`src/rtl/dplca_txop_tracker.sv`:
```
// dplca_txop_tracker: tracks TXOP claims per PLCA cycle, ages them over two windows
// and feeds per-TXOP update strobes to the DPLCA node-ID state machine.
module dplca_txop_tracker #(
   parameter int MAX_ID = 255,
   parameter int AGE_W  = 16
) (
   input  logic              clk,
   input  logic              rst_n,
   input  logic              dplca_aging,
   input  logic              beacon_det,
   input  logic              txop_end,
   input  logic              txop_active,
   input  logic [7:0]        curID,
   input  logic [AGE_W-1:0]  aging_cycles,
   output logic [MAX_ID:0]   txop_claim_table,
   output logic              dplca_txop_table_upd,
   output logic [7:0]        dplca_txop_id,
   output logic [7:0]        dplca_txop_node_count,
   output logic              dplca_new_age
);
   logic [MAX_ID:0]  cur_seen_q, cur_seen_d, prev_seen_q, prev_seen_d, table_q, table_d, cur_with;
   logic             act_sticky_q, act_sticky_d, age_pending_q, age_pending_d;
   logic             upd_q, upd_d, new_age_q, new_age_d;
   logic [7:0]       txop_cnt_q, txop_cnt_d, node_count_q, node_count_d, id_q, id_d, cnt_inc;
   logic [AGE_W-1:0] beacon_cnt_q, beacon_cnt_d, thr;
   logic [AGE_W:0]   bc_next;
   logic             claimed, close_win, swap;

   always_comb begin
      thr       = (aging_cycles == '0) ? AGE_W'(1) : aging_cycles;
      bc_next   = {1'b0, beacon_cnt_q} + (AGE_W+1)'(1);
      close_win = dplca_aging & beacon_det & (bc_next >= {1'b0, thr});
      swap      = dplca_aging & txop_end & (age_pending_q | close_win);
      claimed   = dplca_aging & txop_end & (act_sticky_q | txop_active);
      // IDs beyond MAX_ID shift the one-hot out of range and write nothing
      cur_with  = cur_seen_q | (claimed ? ((MAX_ID+1)'(1) << curID) : '0);
      cnt_inc   = (txop_cnt_q == 8'hFF) ? txop_cnt_q : txop_cnt_q + 8'd1;
      act_sticky_d  = dplca_aging & ~txop_end & (act_sticky_q | txop_active);
      cur_seen_d    = (!dplca_aging || swap) ? '0 : txop_end ? cur_with : cur_seen_q;
      prev_seen_d   = !dplca_aging ? '0 : swap ? cur_with : prev_seen_q;
      table_d       = !dplca_aging ? '0 : txop_end ? (prev_seen_q | cur_with) : table_q;
      txop_cnt_d    = (!dplca_aging || beacon_det) ? '0 : txop_end ? cnt_inc : txop_cnt_q;
      node_count_d  = !dplca_aging ? '0 : beacon_det ? (txop_end ? cnt_inc : txop_cnt_q) : node_count_q;
      beacon_cnt_d  = (!dplca_aging || close_win) ? '0 : beacon_det ? bc_next[AGE_W-1:0] : beacon_cnt_q;
      age_pending_d = dplca_aging & ~swap & (close_win | age_pending_q);
      new_age_d     = dplca_aging & (txop_end ? swap : new_age_q);
      upd_d         = txop_end;
      id_d          = txop_end ? curID : id_q;
   end

   always_ff @(posedge clk) begin
      if (!rst_n) begin
         cur_seen_q    <= '0;
         prev_seen_q   <= '0;
         table_q       <= '0;
         act_sticky_q  <= 1'b0;
         age_pending_q <= 1'b0;
         upd_q         <= 1'b0;
         new_age_q     <= 1'b0;
         txop_cnt_q    <= '0;
         node_count_q  <= '0;
         id_q          <= '0;
         beacon_cnt_q  <= '0;
      end else begin
         cur_seen_q    <= cur_seen_d;
         prev_seen_q   <= prev_seen_d;
         table_q       <= table_d;
         act_sticky_q  <= act_sticky_d;
         age_pending_q <= age_pending_d;
         upd_q         <= upd_d;
         new_age_q     <= new_age_d;
         txop_cnt_q    <= txop_cnt_d;
         node_count_q  <= node_count_d;
         id_q          <= id_d;
         beacon_cnt_q  <= beacon_cnt_d;
      end
   end

   assign txop_claim_table      = table_q;
   assign dplca_txop_table_upd  = upd_q;
   assign dplca_txop_id         = id_q;
   assign dplca_txop_node_count = node_count_q;
   assign dplca_new_age         = new_age_q;
endmodule
```
`config.mk`:
```
export PLATFORM = sky130hd
export DESIGN_NAME = dplca_txop_tracker
export DESIGN_NICKNAME = d
export VERILOG_FILES = /design/src/rtl/dplca_txop_tracker.sv
export SDC_FILE = /design/constraint.sdc
export NUM_CORES = 2
export LEC_CHECK = 0
export ABC_AREA = 1
export BUFFER_PORTS_ARGS = -buffer_cell sky130_fd_sc_hd__buf_2
export CELL_PAD_IN_SITES_DETAIL_PLACEMENT = 1
export CELL_PAD_IN_SITES_GLOBAL_PLACEMENT = 1
export CORE_MARGIN = 1
export CORE_UTILIZATION = 39
export CTS_BUF_LIST = sky130_fd_sc_hd__clkbuf_8 sky130_fd_sc_hd__clkbuf_16
export DETAILED_ROUTE_END_ITERATION = 7
export PLACE_DENSITY = 0.79
export REMOVE_ABC_BUFFERS = 1
export SYNTH_ARGS = -nofsm -noshare
export SYNTH_HDL_FRONTEND = slang
export SYNTH_SLANG_ARGS = --single-unit
```
`constraint.sdc`:
```
create_clock -name clk -period 2.87 [get_ports clk]
set_clock_uncertainty 0.2 [all_clocks]
set_input_delay 0 -clock clk [delete_from_list [all_inputs] [get_ports clk]]
set_output_delay 0 -clock clk [all_outputs]
set_load 0.1 [all_outputs]
```
# --- Word level (Yosys, flattened, before mapping) ---
# Cells that the tools add are included.
classes:
  add_sub_neg: 2
  magnitude_cmp: 1
  eq_ne: 1
  shift: 1
  mux: 5
  bitwise: 17
  reduce_logical: 9
op_table:
  columns: ["operator", "count"]
  rows:
  - ["$or 256x256->256", 2]
  - ["$mux 256", 1]
  - ["$shl 1x8->256 const A", 1]
  - ["$add 16x1->17 const B", 1]
  - ["$ge 17x16->1", 1]
  - ["$logic_not 16->1", 1]
  - ["$mux 16", 1]
  - ["$mux 8", 2]
  - ["$and 1x1->1", 10]
  - ["$add 8x1->8 const B", 1]
  - ["$eq 8x8->1 const B", 1]
  - ["$reduce_or 2->1", 3]
  - ["$logic_or 1x1->1", 3]
  - ["$not 1->1", 3]
  - ["$or 1x1->1", 2]
  - ["$reduce_and 2->1", 1]
  - ["$logic_not 1->1", 1]
  - ["$mux 1", 1]
word_totals:
  ff_bits: 812
  input_bits: 30
  wordCells: 47

# --- Logic depth before layout (Yosys ltp) ---
depth:
  word_depth: 9
  depth_mapped: 23
  depth_no_buf: 21

# --- Least setup slack after synthesis ---
# Ideal clock, no wire load.
synth_path:
  path_type: "reg2reg"
  startpoint: "register beacon_cnt_q[2]"
  endpoint: "register prev_seen_q[100]"
  setup_time_ns: 0.115
  arrival_ns: 2.624
  t_required_ns: 2.555
  setup_slack_ns: -0.069
  path_stages_with_launch: 23
  synth_period_minus_slack_ns: 2.939
  path_cell_list: "dfxtp_1 > nand3_1 > nor2_1 > nand2_1 > nor2_1 > nand3_1 > nor2_1 > xor2_1 > ha_1 > nand3_1 > inv_1 > nand3b_1 > inv_1 > nand2_1 > nand2_1 > nand2_1 > nand2_1 > nand2_1 > nand2_4 > buf_6 > buf_4 > a21oi_1 > nor2_1"
synth_via:
  elab_chain_cells: 5
synth_lines:
  columns: ["item", "line_no", "rtl"]
  rows:
  - ["start, declared", "25", "logic [AGE_W-1:0] beacon_cnt_q, beacon_cnt_d, thr;"]
  - ["start signal, assigned", "75", "beacon_cnt_q <= beacon_cnt_d;"]
  - ["$add 16x1->17", "31", "bc_next = {1'b0, beacon_cnt_q} + (AGE_W+1)'(1);"]
  - ["net bc_next[15]", "26", "logic [AGE_W:0] bc_next;"]
  - ["$ge 17x16->1", "32", "close_win = dplca_aging & beacon_det & (bc_next >= {1'b0, thr});"]
  - ["$and 1x1->1", "32", null]
  - ["$or 1x1->1", "33", "swap = dplca_aging & txop_end & (age_pending_q | close_win);"]
  - ["$and 1x1->1", "33", null]
  - ["end signal, assigned", "66", "prev_seen_q <= prev_seen_d;"]
  - ["end, declared", "21", "logic [MAX_ID:0] cur_seen_q, cur_seen_d, prev_seen_q, prev_seen_d, table_q, table_d, cur_with;"]
# The timed path passes the listed nets, and every way through them passes these cells.
# A chain may end at the register's enable or synchronous reset.

# --- Worst setup path after layout ---
layout_path:
  startpoint: "register beacon_cnt_q[0]"
  endpoint: "register prev_seen_q[208]"
# Same word-level chain as after synthesis.

==> results_dict.tcl <==
set metrics [dict create \
    drc 0 \
    place_congestion 0.7885 \
    pwr-share-clk_pct 46.5 \
    synth_top_family_by_area "simple AND/OR/NAND/NOR gates" \
    vdd_drop_max_mv 0.4257 \
    hold_violations 0 \
    dp_slack_ns -0.5680 \
    drv_cap 0 \
    placed_area_sq_um 35080 \
    port_buffers 303 \
    worstSetupPathType "register to register" \
    critPathCaptureType "register" \
    p_seq_share_pct 44.1 \
    avgSynthCellArea_sq_um 7.558 \
    share_comb_of_total_power_pct 9.4 \
    antenna_found_initial 7 \
    path_cells "nand3_2, nor2_1, nand2_1, nor2_4, nand4_1, xnor2_2, ha_1, nand3_4, inv_2, nand3b_1, inv_1, nand2_1, nand2_1, nand2_2, nand2_2, nand2_4, nand2_8, buf_16, buf_16, nand3_1, nand2_1, nor2_1" \
    fmax_ghz 0.2969 \
    synth_top_area_share_pct 50.27 \
    powerDensity_nw_per_um2 652.3 \
    drt_wl_total_mm 108.3 \
    async_flop_share_pct 0 \
    synth_area_leader_cell "dfxtp_1" \
    via_per_inst 5.247 \
    synth-compound-area-share_pct 15.20 \
    swShare_pct 26.64 \
    die_area_sq_um 84080 \
    fin_cells 5691 \
    p_leak_nw 17.92 \
    status "finished with violations" \
    failed_checks "setup timing" \
    grt_use_total_pct 24.20 \
    die_h_microns 290.0 \
    yosysUniqueCellTypes 33 \
    multi_input_area_sq_um 13550 \
    dp.cells 5463 \
    hp-class "input pin to register" \
    cts_buffer_depth 3 \
    total_power_mw 26.03 \
    num_rows 105 \
    ys_seq_area_share_pct 50.27 \
    ys.flop_type "dfxtp_1" \
    synthSimpleGateAreaFrac_pct 23.77 \
    r2r_slack_ns -0.50 \
    drive_gt1_share_pct 16.09 \
    synth.area.top_cells "dfxtp_1 (50%), nor2_1 (11%), nand2_1 (7.6%)" \
    core_area_sq_um 82110 \
    fin_ws_ns -0.4978 \
    clk_pin_slew_worst_paths_ns 0.06 \
    ant_nets 0 \
    internal_power_mw 19.10 \
    setup_viol 530 \
    layout.nets 4593 \
    final.setup.tns_ns -218.83 \
    hold_ws_ns 0.05136 \
    worstSetupStartpointType "register" \
    cts_tree "done" \
    synth_adder_area_share_pct 0.6964 \
    die_w_microns 290.0 \
    cp_slowest_stage_delay_ns 0.37 \
    cts_root_buffer "clkbuf_16" \
    dr.pass1.iters 5 \
    yosysWarnings 0 \
    fin_area_sq_um 39910 \
    grt_pass1_vias 29880 \
    regArea_sq_um 16260 \
    drt_first_iter_violations 1690 \
    ys_seq_elements 812 \
    crit_slowest_cell "dfxtp_4" \
    slew_violations 0 \
    synthesis.area_sq_um 32340 \
    cp_common_cell "nand2_1" \
    tritoncts.num_buffers 90 \
    synth_xor_area_share_pct 0.4875 \
    crit_fanout 24 \
    synth_cells 4279 \
    fill_cells 9947 \
    switchingPower_mw 6.936 \
    relSlewSlack_pct 53.40 \
    worstSkewPairLatency_ns 0.65 \
    areaGrowthSynthToFinish_pct 23.41 \
    grt-ovfl-total 0 \
    synth.mux.area_fraction_pct 0.03095 \
    cp.required_ns 3.20 \
    grt_first_pass_wirelength_mm 164.7 \
    via_count 29860 \
    hpwl_mm 64.21 \
    htree_levels 3 \
    worst_pin_slew_ns 0.6990 \
    postLayoutCoreUtil_pct 48.61 \
    period_minus_slack_ns 3.368 \
    rsz0062_at_grt "yes" \
    synth-edff-count 0 \
    arrival_ns 3.70 \
    initial_core_util_pct 39.39 \
    post-route-period-util_pct 117.3 \
    wl_per_cell_microns 19.04 \
    ios 304 \
    grt_max_degree 132 \
    clock-sinks 812 \
]
==> cell usage in the layout (no fill, tap or decap), types with 21 or more instances in the layout <==
cell type and instances:
clkbuf_16 108, buf_4 81, a21oi_2 23, inv_1 376, nor3_1 24, nand2_1 648
nor2_1 885, nand3_1 256, a21oi_1 449, o21ai_0 27, clkinv_2 21, nor2_2 25
o21bai_1 65, nand4_1 25, buf_12 40, buf_2 301, o211ai_1 256, dfxtp_1 810
==> critical path: cells and delay by family, from the launching register on <==
family | cells | cell delay [ns]
simple gates | 16 | 1.58
buf+inv | 4 | 0.56
flops | 1 | 0.37
fa+ha+maj | 1 | 0.33
xor+xnor | 1 | 0.19
==> routing by layer <==
metal  routed length [microns]  global-route usage, %  vias to the layer above
met5                        41                      0                        -
met4                      3201                  8.407                        6
met3                      5271                  3.416                      205
met2                     51710                  41.02                      666
met1                     48110                  31.39                    14640
li1                          -                      -                    14340
==> power by group through the flow <==
| stage | clock network [mW] | registers [mW] | logic (mW) |
|---|---|---|---|
| final | 12.1 | 11.5 | 2.45 |
| after global routing | 12.8 | 11.5 | 2.59 |
| after CTS | 12.3 | 11.5 | 2.38 |
| after detailed placement | 0 | 11.7 | 2.33 |
| after global placement | 0 | 11.7 | 2.30 |
| after floorplan | 0 | 12.5 | 0.879 |
==> cell usage after synthesis, types with 2 or more instances <==
master,instances
inv_2,8
clkinv_1,4
nor2_4,2
nand3_1,273
a21oi_1,472
nor2_1,921
nand4_1,25
o21ai_0,27
buf_4,54
nand2_1,654
nand2_4,2
nor3_1,25
nor4_1,4
dfxtp_1,812
o21bai_1,65
clkbuf_1,150
buf_1,43
xor2_1,15
o211ai_1,256
inv_1,367
nor2_2,2
buf_6,30
ha_1,18
xnor2_1,3
buf_2,39
==> registers in the layout (all words and copies together), names as in the netlist <==
signal,cells
cur_seen_q,256
dplca_new_age,1
dplca_txop_node_count,8
txop_claim_table,256
beacon_cnt_q,16
age_pending_q,1
act_sticky_q,1
dplca_txop_id,8
dplca_txop_table_upd,1
prev_seen_q,256
txop_cnt_q,8
==> layout make-up <==
cell class / instances / area share [%]
multi-input combinational: 2773 / 33.94
tap: 1070 / 3.354
sequential: 812 / 40.75
clock buffer: 112 / 6.486
inverter: 379 / 3.627
clock inverter: 53 / 1.339
antenna: 3 / 0.01881
timing repair buffer: 489 / 10.48
==> cells by family after synthesis <==
family | after synthesis
DFF | 812
AOI/OAI and AO/OA | 821
buffers and inverters | 695
adders and majority gates | 18
xor gates and xnor gates | 18
and+or+nand+nor | 1914
muxes | 1
==> repair_timing <==
action | in CTS | in global routing
buffers inserted | 9 | 7
resized for setup | 81 | 86
hold endpoints to repair | 512 | 0
cloned | 9 | 17
pin swaps | 10 | 10
hold buffers | 18 | 0
setup endpoints to repair | 530 | 530
==> final timing paths <==
| path | startpoint | endpoint | cells past startpoint |
|---|---|---|---|
| setup / recovery | beacon_cnt_q[0] | prev_seen_q[208] | 22 |
| hold reg to reg | dplca_txop_node_count[1] | dplca_txop_node_count[1] | 2 |
| hold / removal | curID[3] | cur_seen_q[200] | 7 |
| setup reg to reg | beacon_cnt_q[0] | prev_seen_q[208] | 22 |
Note: power is estimated with default switching activity, not from simulation.
